File: src/rtl/pes_secded_pkg.sv
// Shared SECDED definitions: widths, pipeline beat layouts and the 16-bit
// extended-Hamming encoder, reused by the matching decoder.
package pes_secded_pkg;

    localparam int DW   = 16;
    localparam int CW   = 22;
    localparam int NPAR = 5;

    typedef struct packed {
        logic [DW-1:0] data;
        logic          cout;
        logic          inj_en;
        logic [4:0]    inj_pos;
    } s1_beat_t;

    typedef struct packed {
        logic [CW-1:0] code;
        logic          cout;
    } s2_beat_t;

    // Hamming position of data bit idx: the non-power-of-two slots 3..21.
    function automatic logic [4:0] data_pos(input logic [3:0] idx);
        logic [4:0] pos;
        case (idx)
            4'd0:    pos = 5'd3;
            4'd1:    pos = 5'd5;
            4'd2:    pos = 5'd6;
            4'd3:    pos = 5'd7;
            4'd4:    pos = 5'd9;
            4'd5:    pos = 5'd10;
            4'd6:    pos = 5'd11;
            4'd7:    pos = 5'd12;
            4'd8:    pos = 5'd13;
            4'd9:    pos = 5'd14;
            4'd10:   pos = 5'd15;
            4'd11:   pos = 5'd17;
            4'd12:   pos = 5'd18;
            4'd13:   pos = 5'd19;
            4'd14:   pos = 5'd20;
            4'd15:   pos = 5'd21;
            default: pos = 5'd3;
        endcase
        return pos;
    endfunction

    function automatic logic [CW-1:0] secded_encode(input logic [DW-1:0] data);
        logic [CW-1:0] code;
        logic          par;
        code = '0;
        for (int i = 0; i < DW; i++) begin
            code[data_pos(4'(i))] = data[i];
        end
        // Parity slot 2^k is still zero while p_k is summed, so it needs no exclusion.
        for (int k = 0; k < NPAR; k++) begin
            par = 1'b0;
            for (int j = 1; j < CW; j++) begin
                if (j[k]) begin
                    par = par ^ code[j];
                end
            end
            code[1 << k] = par;
        end
        code[0] = ^code[CW-1:1];
        return code;
    endfunction

endpackage

File: src/rtl/pes_pipe_reg.sv
// Single valid/ready register slice; accepts whenever empty or draining.
module pes_pipe_reg #(
    parameter int W = 8
) (
    input  logic         clk,
    input  logic         rst_n,
    input  logic         in_valid_i,
    output logic         in_ready_o,
    input  logic [W-1:0] in_data_i,
    output logic         out_valid_o,
    input  logic         out_ready_i,
    output logic [W-1:0] out_data_o
);

    logic         valid_q;
    logic [W-1:0] data_q;

    assign in_ready_o  = !valid_q || out_ready_i;
    assign out_valid_o = valid_q;
    assign out_data_o  = data_q;

    // Slice register: load on advance, data held otherwise so stalls stay stable.
    always_ff @(posedge clk or negedge rst_n) begin
        if (!rst_n) begin
            valid_q <= 1'b0;
            data_q  <= '0;
        end else if (in_ready_o) begin
            valid_q <= in_valid_i;
            if (in_valid_i) begin
                data_q <= in_data_i;
            end
        end
    end

endmodule

File: src/rtl/pes_secded_enc.sv
// Two-stage SECDED encoder behind the adder: S1 captures the raw beat, S2
// holds the encoded codeword with any injected bit flip applied.
module pes_secded_enc #(
    parameter int DW = 16,
    parameter int CW = 22
) (
    input  logic          clk,
    input  logic          rst_n,
    input  logic          in_valid,
    output logic          in_ready,
    input  logic [DW-1:0] in_data,
    input  logic          in_cout,
    input  logic          inj_en,
    input  logic [4:0]    inj_pos,
    output logic          out_valid,
    input  logic          out_ready,
    output logic [CW-1:0] out_code,
    output logic          out_cout,
    output logic [15:0]   enc_count
);

    import pes_secded_pkg::*;

    if (DW != pes_secded_pkg::DW || CW != pes_secded_pkg::CW) begin : g_param_check
        $error("pes_secded_enc: DW must be 16 and CW must be 22");
    end

    s1_beat_t s1_in_s;
    s1_beat_t s1_q;
    s2_beat_t s2_in_s;
    s2_beat_t s2_q;
    logic     s1_valid_s;
    logic     s2_ready_s;
    logic [pes_secded_pkg::CW-1:0] flip_mask_s;
    logic [15:0] count_q;
    logic [15:0] count_d;

    assign s1_in_s = '{data: in_data, cout: in_cout, inj_en: inj_en, inj_pos: inj_pos};

    pes_pipe_reg #(.W($bits(s1_beat_t))) u_s1 (
        .clk         (clk),
        .rst_n       (rst_n),
        .in_valid_i  (in_valid),
        .in_ready_o  (in_ready),
        .in_data_i   (s1_in_s),
        .out_valid_o (s1_valid_s),
        .out_ready_i (s2_ready_s),
        .out_data_o  (s1_q)
    );

    // Injection mask; positions 22..31 leave the codeword untouched.
    always_comb begin
        flip_mask_s = '0;
        if (s1_q.inj_en && (s1_q.inj_pos <= 5'd21)) begin
            flip_mask_s = 22'd1 << s1_q.inj_pos;
        end else begin
            flip_mask_s = '0;
        end
    end

    assign s2_in_s = '{code: secded_encode(s1_q.data) ^ flip_mask_s, cout: s1_q.cout};

    pes_pipe_reg #(.W($bits(s2_beat_t))) u_s2 (
        .clk         (clk),
        .rst_n       (rst_n),
        .in_valid_i  (s1_valid_s),
        .in_ready_o  (s2_ready_s),
        .in_data_i   (s2_in_s),
        .out_valid_o (out_valid),
        .out_ready_i (out_ready),
        .out_data_o  (s2_q)
    );

    assign out_code  = s2_q.code;
    assign out_cout  = s2_q.cout;
    assign enc_count = count_q;

    // Next transfer count; wraps silently.
    always_comb begin
        count_d = count_q;
        if (out_valid && out_ready) begin
            count_d = count_q + 16'd1;
        end else begin
            count_d = count_q;
        end
    end

    // Transfer counter register.
    always_ff @(posedge clk or negedge rst_n) begin
        if (!rst_n) begin
            count_q <= 16'd0;
        end else begin
            count_q <= count_d;
        end
    end

endmodule

File: config.mk
export PLATFORM = sky130hd
export DESIGN_NAME = pes_secded_enc
export DESIGN_NICKNAME = d
export VERILOG_FILES = /design/src/rtl/pes_secded_pkg.sv /design/src/rtl/pes_pipe_reg.sv /design/src/rtl/pes_secded_enc.sv
export SDC_FILE = /design/constraint.sdc
export NUM_CORES = 1
export LEC_CHECK = 0
export CAP_MARGIN = 20
export CORE_ASPECT_RATIO = 1.4
export CORE_MARGIN = 4
export CORE_UTILIZATION = 56
export DETAILED_ROUTE_END_ITERATION = 8
export PLACE_DENSITY_LB_ADDON = 0.25
export SLEW_MARGIN = 20
export SYNTH_ARGS = -nofsm -noshare
export SYNTH_HDL_FRONTEND = slang
export SYNTH_HIERARCHICAL = 1
export SYNTH_SLANG_ARGS = --single-unit
export TNS_END_PERCENT = 20
File: constraint.sdc
create_clock -name clk -period 3.8 [get_ports clk]
set_input_delay 0.76 -clock clk [delete_from_list [all_inputs] [get_ports clk]]
set_output_delay 0.76 -clock clk [all_outputs]
set_load 0.05 [all_outputs]
==> results.json, run 1 <==
{
  "hold_class": "flop to flop",
  "ys_ff_latch": 64,
  "antenna_found_initial": 0,
  "leakagePower_nw": 1.922,
  "overflow": 0,
  "maxCapViolCount": 0,
  "grt_use_total": 0.1898,
  "crit_slowest_cell": "clkdlybuf4s50_1",
  "setup_viol": 0,
  "synth_cell_types": 29,
  "port_buffers": 67,
  "period_share": 0.8316,
  "layout_common_cells": "clkdlybuf4s50_1 (66), dfrtp_1 (64), mux2_4 (40)",
  "ant_nets": 0,
  "wl_mm": 6.336,
  "period_needed_ns": 3.160,
  "root_buffer": "clkbuf_8",
  "cp-end-kind": "output pin",
  "crit_type": "input port to output pin",
  "synth_area_leader_cell": "dfrtp_1",
  "critPathTopFamily": "buffers and inverters",
  "start_util": 0.5770,
  "final_nets": 348,
  "vias_per_cell": 5.367,
  "grt_max_degree": 65,
  "fin_skew_ns": 0.007977,
  "die_x_um": 73.69,
  "antenna_cells": 0,
  "rrSetupSlack_ns": 1.58,
  "fmaxAchievable_mhz": 316.5,
  "drive_above_1_share": 0.2154,
  "vias": 2120,
  "ys_warn_count": 6,
  "synth_fp_nets": 276,
  "insertion_delay_ns": 0.33,
  "cts_buffers": 9,
  "gp_congestion": 0.8322,
  "die_area_um2": 7366,
  "startpoint_type": "input port",
  "core_um2": 5863,
  "drv_slew": 0,
  "cts_max_level": 3,
  "cts_tree": "done",
  "clk_path_buf_depth": 2,
  "finalInstanceArea_um2": 4270,
  "hold_viol_final": 0,
  "clkSinkCount": 64,
  "syn2layout_area_growth_pct": 26.22,
  "wire_per_inst_um": 16.04,
  "avgSynthCellArea_um2": 13.64,
  "grt_pass1_wl_mm": 10.58,
  "netlist_area_um2": 3383,
  "status": "completed",
  "vdd_drop_max_mv": 0.4747,
  "grt_pass1_vias": 2137,
  "fillers": 427,
  "setup_tns_ns": 0,
  "path_cells": "clkdlybuf4s50_1, nand2b_4, nand2b_4, clkdlybuf4s50_1",
  "cpPeakStageDelay_ns": 0.80,
  "drc": 0,
  "yosys-top-cells-area": "dfrtp_1 (47%), mux2_4 (18%), xnor2_1 (8.5%)",
  "yosysTopAreaCellShare": 0.4734,
  "required_ns": 3.04,
  "path_max_fanout": 4,
  "dp.final_hpwl_mm": 4.442,
  "crit_buf_inv": 2,
  "relSlewSlack": 0.4743,
  "placed_area_um2": 4053,
  "post-cts-setup-buffers": 0,
  "drt_iter0_markers": 87,
  "final_common_cell": "clkdlybuf4s50_1",
  "seq_area_frac_synth": 0.4734,
  "rsz0062_at_grt": "no",
  "holdBufCountCts": 0,
  "worstMarginPinSlew_ns": 0.7886,
  "power.density_nw_per_um2": 725.0,
  "pin_count": 68,
  "first_pass_iters": 4,
  "clk_pin_slew_ns": 0.07,
  "netlist_instances": 248,
  "arrival_ns": 2.40,
  "die_y_um": 99.97,
  "cts_resized": 0,
  "fp-row-count": 33
}
per-stage QoR:
stage	setup WS, ns	power (mW)	cells	util	hold slack, ns
after floorplan	1.789	2.091	248	-	0.4644
after global placement	0.6469	2.475	379	0.6912	0.4580
after detailed placement	0.6435	2.493	379	0.6912	0.4660
after CTS	0.6307	3.128	395	0.7283	0.4796
after global routing	0.5722	3.252	395	0.7283	0.5013
final	0.6400	3.096	395	0.7283	0.4747
report_power, final:
group	internal [mW]	total, mW	switching (mW)
logic	0.703	1.48	0.773
registers	0.844	0.999	0.156
clock network	0.374	0.621	0.246
per-layer routing:
layer | vias up | routed length [µm] | share of wire | global-route usage
li1 | 989 | - | - | -
met1 | 1054 | 2518 | 0.40 | 0.2275
met2 | 67 | 3401 | 0.54 | 0.3204
met3 | 10 | 312 | 0.049 | 0.04910
met4 | 0 | 104 | 0.016 | 0.07531
met5 | - | 0 | 0 | 0
worst reg2reg max path: cells and delay by family (launching register included):
kind,cells,cell delay [ns]
flops,1,0.44
xor+xnor,4,1.38
mux,1,0.28
cell type report:
class | instances | area [µm²] | share of cell area
clock inverter | 2 | 35.03 | 0.008204
tap | 70 | 87.58 | 0.02051
inverter | 2 | 7.507 | 0.001758
multi-input combinational | 175 | 1683 | 0.3941
clock buffer | 14 | 182.7 | 0.04278
timing repair buffer | 68 | 673.1 | 0.1576
sequential | 64 | 1602 | 0.3750
registers in the layout (all words and copies together), names as in the netlist:
| register | cells |
|---|---|
| u_s2/out_data_o | 23 |
| u_s1/out_valid_o | 1 |
| enc_count | 16 |
| u_s1/out_data_o | 23 |
| u_s2/out_valid_o | 1 |
kinds of logic (layout without fill, tap and decap cells):
kind of cell / after synthesis / count (layout) / share of synthesized area
buf+inv: 9 / 86 / 0.02922
simple gates: 65 / 65 / 0.1113
xor+xnor: 62 / 62 / 0.1816
mux: 47 / 47 / 0.2008
fa+ha+maj: 1 / 1 / 0.003698
flops: 64 / 64 / 0.4734
cell usage after synthesis (all sizes together):
cell and number:
inv 2, nand4 2, and3 3, nor3 5, ha 1, buf 4
nand3b 3, nand3 12, or3 1, clkbuf 3, nand2 10, nor2 13
nor3b 2, xor3 1, nor4b 3, nor2b 1, or2b 2, xnor2 35
nor4 4, xor2 23, dfrtp 64, mux2 47, or3b 1, xnor3 3
nand2b 3
path summary, 6_finish.rpt:
path | startpoint | endpoint | cells past startpoint
max | out_ready | in_ready | 4
min | enc_count[15] | enc_count[15] | 1
max reg2reg | u_s1/out_data_o[17] | u_s2/out_data_o[1] | 5
min reg2reg | enc_count[15] | enc_count[15] | 1
max in group asynchronous | rst_n | u_s1/out_data_o[3] | 2
min in group asynchronous | rst_n | enc_count[2] | 2
No activity file was read; power rests on OpenSTA's default activity.
==> inputs of run 2 (changes only) <==
Settings changed: CORE_UTILIZATION 56 to 47.
Clock period 3.8 ns to 2.75 ns, I/O delays scaled along.
==> results.json, run 2 (synthesized netlist as in run 1, its figures left out) <==
{
  "final_common_cell": "clkdlybuf4s50_1",
  "die_x_um": 79.71,
  "arrival_ns": 1.63,
  "cp-end-kind": "output pin",
  "dp_slack_ns": 0.4953,
  "start_util": 0.4846,
  "fin_ws_ns": 0.5688,
  "crit_type": "flop to output pin",
  "insertion_delay_ns": 0.34,
  "post-cts-setup-buffers": 0,
  "setup_tns_ns": 0,
  "crit_buf_inv": 1,
  "fillers": 580,
  "power.net_switching_mw": 1.619,
  "drc": 0,
  "first_pass_iters": 4,
  "final_nets": 349,
  "clkPwrFrac": 0.190,
  "wl_mm": 6.414,
  "hold_viol_final": 0,
  "maxCapViolCount": 0,
  "period_share": 0.7932,
  "drt_iter0_markers": 41,
  "fmaxAchievable_mhz": 458.5,
  "status": "completed",
  "path_max_fanout": 5,
  "die_y_um": 108.4,
  "rrSetupSlack_ns": 0.57,
  "root_buffer": "clkbuf_8",
  "p_int_mw": 2.607,
  "vdd_drop_max_mv": 0.7200,
  "crit_slowest_cell": "clkdlybuf4s50_1",
  "worstMarginPinSlew_ns": 0.6987,
  "critPathTopFamily": "buffers and inverters",
  "clk_path_buf_depth": 2,
  "clkSinkCount": 64,
  "power.total_mw": 4.226,
  "die_area_um2": 8639,
  "dp.final_hpwl_mm": 4.757,
  "switching_share": 0.3831,
  "relSlewSlack": 0.5342,
  "hold_class": "input port to asynchronous set/reset pin",
  "cpPeakStageDelay_ns": 0.84,
  "syn2layout_area_growth_pct": 27.48,
  "required_ns": 2.20,
  "grt_max_degree": 36,
  "antenna_found_initial": 0,
  "fin_skew_ns": 0.008155,
  "grt_pass1_vias": 2158,
  "overflow": 0,
  "cts_tree": "done",
  "grt_use_total": 0.1639,
  "path_cells": "clkdlybuf4s50_1",
  "finalHoldWorstSlack_ns": 0.2582,
  "core_um2": 6982,
  "power.density_nw_per_um2": 979.9,
  "pin_count": 68,
  "antenna_cells": 0,
  "gp_congestion": 0.8329,
  "drive_above_1_share": 0.2178,
  "fp-row-count": 36,
  "vias_per_cell": 4.943,
  "leakagePower_nw": 1.929,
  "rsz0062_at_grt": "no",
  "grt_pass1_wl_mm": 10.62,
  "placed_area_um2": 4114,
  "startpoint_type": "flop",
  "port_buffers": 67,
  "layout_common_cells": "clkdlybuf4s50_1 (65), dfrtp_1 (64), mux2_4 (40)",
  "power_frac_seq": 0.327,
  "period_needed_ns": 2.181,
  "drv_slew": 0,
  "cts_resized": 0,
  "ant_nets": 0,
  "finalInstanceArea_um2": 4313,
  "clk_pin_slew_ns": 0.07,
  "cts_max_level": 3,
  "cts_buffers": 9,
  "holdBufCountCts": 0,
  "wire_per_inst_um": 15.24,
  "share_comb_of_total_power": 0.483,
  "vias": 2081,
  "setup_viol": 0
}
## run 2: cell types whose count changed in the layout (fill, tap and decap cells not counted)
cell / before / now
buf_12: 0 / 2
clkbuf_8: 13 / 11
clkbuf_1: 1 / 2
clkdlybuf4s50_1: 66 / 65
clkinv_2: 1 / 2
## run 2: power by group through the flow
| stage | Sequential [mW] | Clock (mW) | Combinational, mW |
|---|---|---|---|
| global route | 1.42 | 0.869 | 2.15 |
| detailed placement | 1.39 | 0 | 2.06 |
| CTS | 1.38 | 0.830 | 2.07 |
| global placement | 1.39 | 0 | 2.04 |
| finish | 1.38 | 0.804 | 2.04 |
| floorplan | 1.94 | 0 | 0.949 |
## run 2: final timing paths
| kind | start | end | depth (start not counted) |
|---|---|---|---|
| worst min register to register | enc_count[15] | enc_count[15] | 1 |
| worst min-delay path | rst_n | u_s2/out_valid_o | 1 |
| worst max-delay path | u_s2/out_valid_o | out_valid | 1 |
| max in group asynchronous | rst_n | u_s2/out_data_o[15] | 2 |
| min in group clk | enc_count[15] | enc_count[15] | 1 |
| worst max register to register | u_s1/out_data_o[17] | u_s2/out_data_o[1] | 5 |
## run 2: final cells by class
class,instances,area [µm²],share of cell area
Clock buffer,13,158.9,0.03684
Clock inverter,3,40.04,0.009283
Timing Repair Buffer,69,703.2,0.1630
Sequential cell,64,1602,0.3713
Tap cell,95,118.9,0.02756
Multi-Input combinational cell,175,1683,0.3902
Inverter,2,7.507,0.001741
## run 2: per-stage QoR
stage          utilization  std cells
6_report            0.6177        421
5_1_grt             0.6177        421
4_1_cts             0.6177        421
3_5_place_dp        0.5892        405
3_3_place_gp        0.5892        405
2_1_floorplan            -        248
## run 2: layer usage
| metal | wire length (µm) | up-vias | track usage |
|---|---|---|---|
| li1 | - | 989 | - |
| met1 | 2623 | 1026 | 0.2014 |
| met2 | 3385 | 57 | 0.2718 |
| met3 | 300 | 9 | 0.03833 |
| met4 | 104 | 0 | 0.07371 |
| met5 | 0 | - | 0 |
==> edit: new RTL, config.mk and constraints of run 2 <==
Register the output `enc_count` once more, cleared by the reset; this adds one clock of latency there. The other outputs are not delayed to match.
--- a/src/rtl/pes_secded_enc.sv
+++ b/src/rtl/pes_secded_enc.sv
@@ -73,7 +73,13 @@
 
     assign out_code  = s2_q.code;
     assign out_cout  = s2_q.cout;
-    assign enc_count = count_q;
+    always_ff @(posedge clk or negedge rst_n) begin
+        if (!rst_n) begin
+            enc_count <= '0;
+        end else begin
+            enc_count <= count_q;
+        end
+    end
 
     // Next transfer count; wraps silently.
     always_comb begin
Function: changed (a bounded check fails within 4 cycles, from zero or initial values and one cycle with rst_n low).
==> edit against run 2 <==
  * Clock power rose by 3.2%
  * Die area rose by 11%
  * Sequential cell count rose by 16
  * Synthesized cell count rose by 4.8%
  * Wire length rose by 4.0%
  * Total power rose by 6.8%
  * Sequential power rose by 21%
  * Largest cell class is now flip-flops and latches
  * Highest routed layer unchanged
  * Critical path depth did not move
  * Setup slack improved by 4.8 ps
  * Area after synthesis rose by 12%
  * Register-to-register slack improved by 30 ps
  * Largest power group unchanged
  * Final area rose by 8.9%
==> edit: results <==
export IMPL_grt_max_degree=81
export IMPL_yosys_top_cells_count="dfrtp_1, mux2_4, xnor2_1"
export IMPL_synth_area_leaders="dfrtp_1, mux2_4, xnor2_1"
export IMPL_wl_mm=6.672
export IMPL_pre_cts_ws_ps=512.4
export IMPL_ys_flop_type="dfrtp_1"
export IMPL_dpl_cell_area_um2=4509
export IMPL_final_cells=435
export IMPL_clockBufferDepth=2
export IMPL_grt_usage_pct=15.09
export IMPL_max_slew_margin_pct=36.05
export IMPL_clk_latency_ps=350
export IMPL_first_global_vias=2225
export IMPL_synth_top_area_share_pct=52.67
export IMPL_p_int_mw=2.838
export IMPL_dpl_hpwl_mm=4.843
export IMPL_placed_cells=419
export IMPL_skew_ps=5.751
export IMPL_fill_cells=653
export IMPL_grt_pass1_wl_mm=11.16
export IMPL_first_pass_iters=4
export IMPL_drive_gt1_share_pct=21.49
export IMPL_power_leakage_nw=2.134
export IMPL_grt_antenna_before_repair=0
export IMPL_drtIter0Drc=71
export IMPL_synth_cell_types=30
export IMPL_via_count=2145
export IMPL_fin_crit_sh_pct=79.14
export IMPL_yosysSeqAreaShare_pct=52.67
export IMPL_ir_drop_mv=0.5766
export IMPL_outcome="complete, no violations"
export IMPL_cp_startpoint="u_s2/out_valid_o"
export IMPL_diodes=0
export IMPL_r2r_slack_ps=600
export IMPL_synth_cells=260
export IMPL_yosysWarnings=6
export IMPL_fin_nets=358
export IMPL_gp_congestion=0.7802
export IMPL_syn_nets=288
export IMPL_synthArstFlopShare_pct=100.0
export IMPL_r2r_start="u_s1/out_data_o[10]"
[edit: cell types whose count changed after synthesis, sizes merged, moves of 2 or more]
cell,run 2,this run
nor3b,2,0
dfrtp,64,80
nor3,5,3
nand4,2,4
nand3,12,5
nand2,10,8
nor4b,3,6
and4,0,3
[edit: worst min path at each step]
stage | startpoint | end | slack, ps | cells after the start
after global routing | count_q[15] | enc_count[15] | 420 | 0
after detailed placement | count_q[15] | enc_count[15] | 390 | 0
after floorplan | rst_n | count_q[0] | 250 | 0
after global placement | count_q[15] | enc_count[15] | 380 | 0
after CTS | rst_n | enc_count[0] | 380 | 1
final | rst_n | enc_count[0] | 350 | 1
[edit: per-layer routing]
| layer | share of wire [%] | GRT usage [%] | wire length [um] |
|---|---|---|---|
| met1 | 41 | 17.61 | 2717 |
| met5 | 0 | 0 | 0 |
| met4 | 2.3 | 8.691 | 152 |
| met2 | 53 | 26.18 | 3520 |
| met3 | 4.2 | 2.520 | 281 |
[edit: kinds of logic after synthesis]
kind of cell | Yosys count | synth area share (%)
AND/OR/NAND/NOR | 60 | 10.20
flip-flops | 80 | 52.67
multiplexers | 47 | 17.87
buffers and inverters | 9 | 2.600
XOR/XNOR | 63 | 16.33
adder cells (fa/ha/maj) | 1 | 0.3291
[edit: power by group through the flow]
stage	sequential, mW	clock, mW	combinational, mW
floorplan	2.21	0	0.973
global placement	1.69	0	2.00
detailed placement	1.70	0	2.03
CTS	1.68	0.860	2.03
global route	1.72	0.902	2.12
finish	1.67	0.830	2.01
[edit: cell type report]
class	instances	area, um2	area share [%]
clock inverters	5	57.56	1.225
multi-input cells	171	1700	36.19
inverters	1	3.754	0.07989
flip-flops and latches	80	2002	42.61
well taps	100	125.1	2.663
clock buffers	11	131.4	2.796
repair buffers	67	678.2	14.43
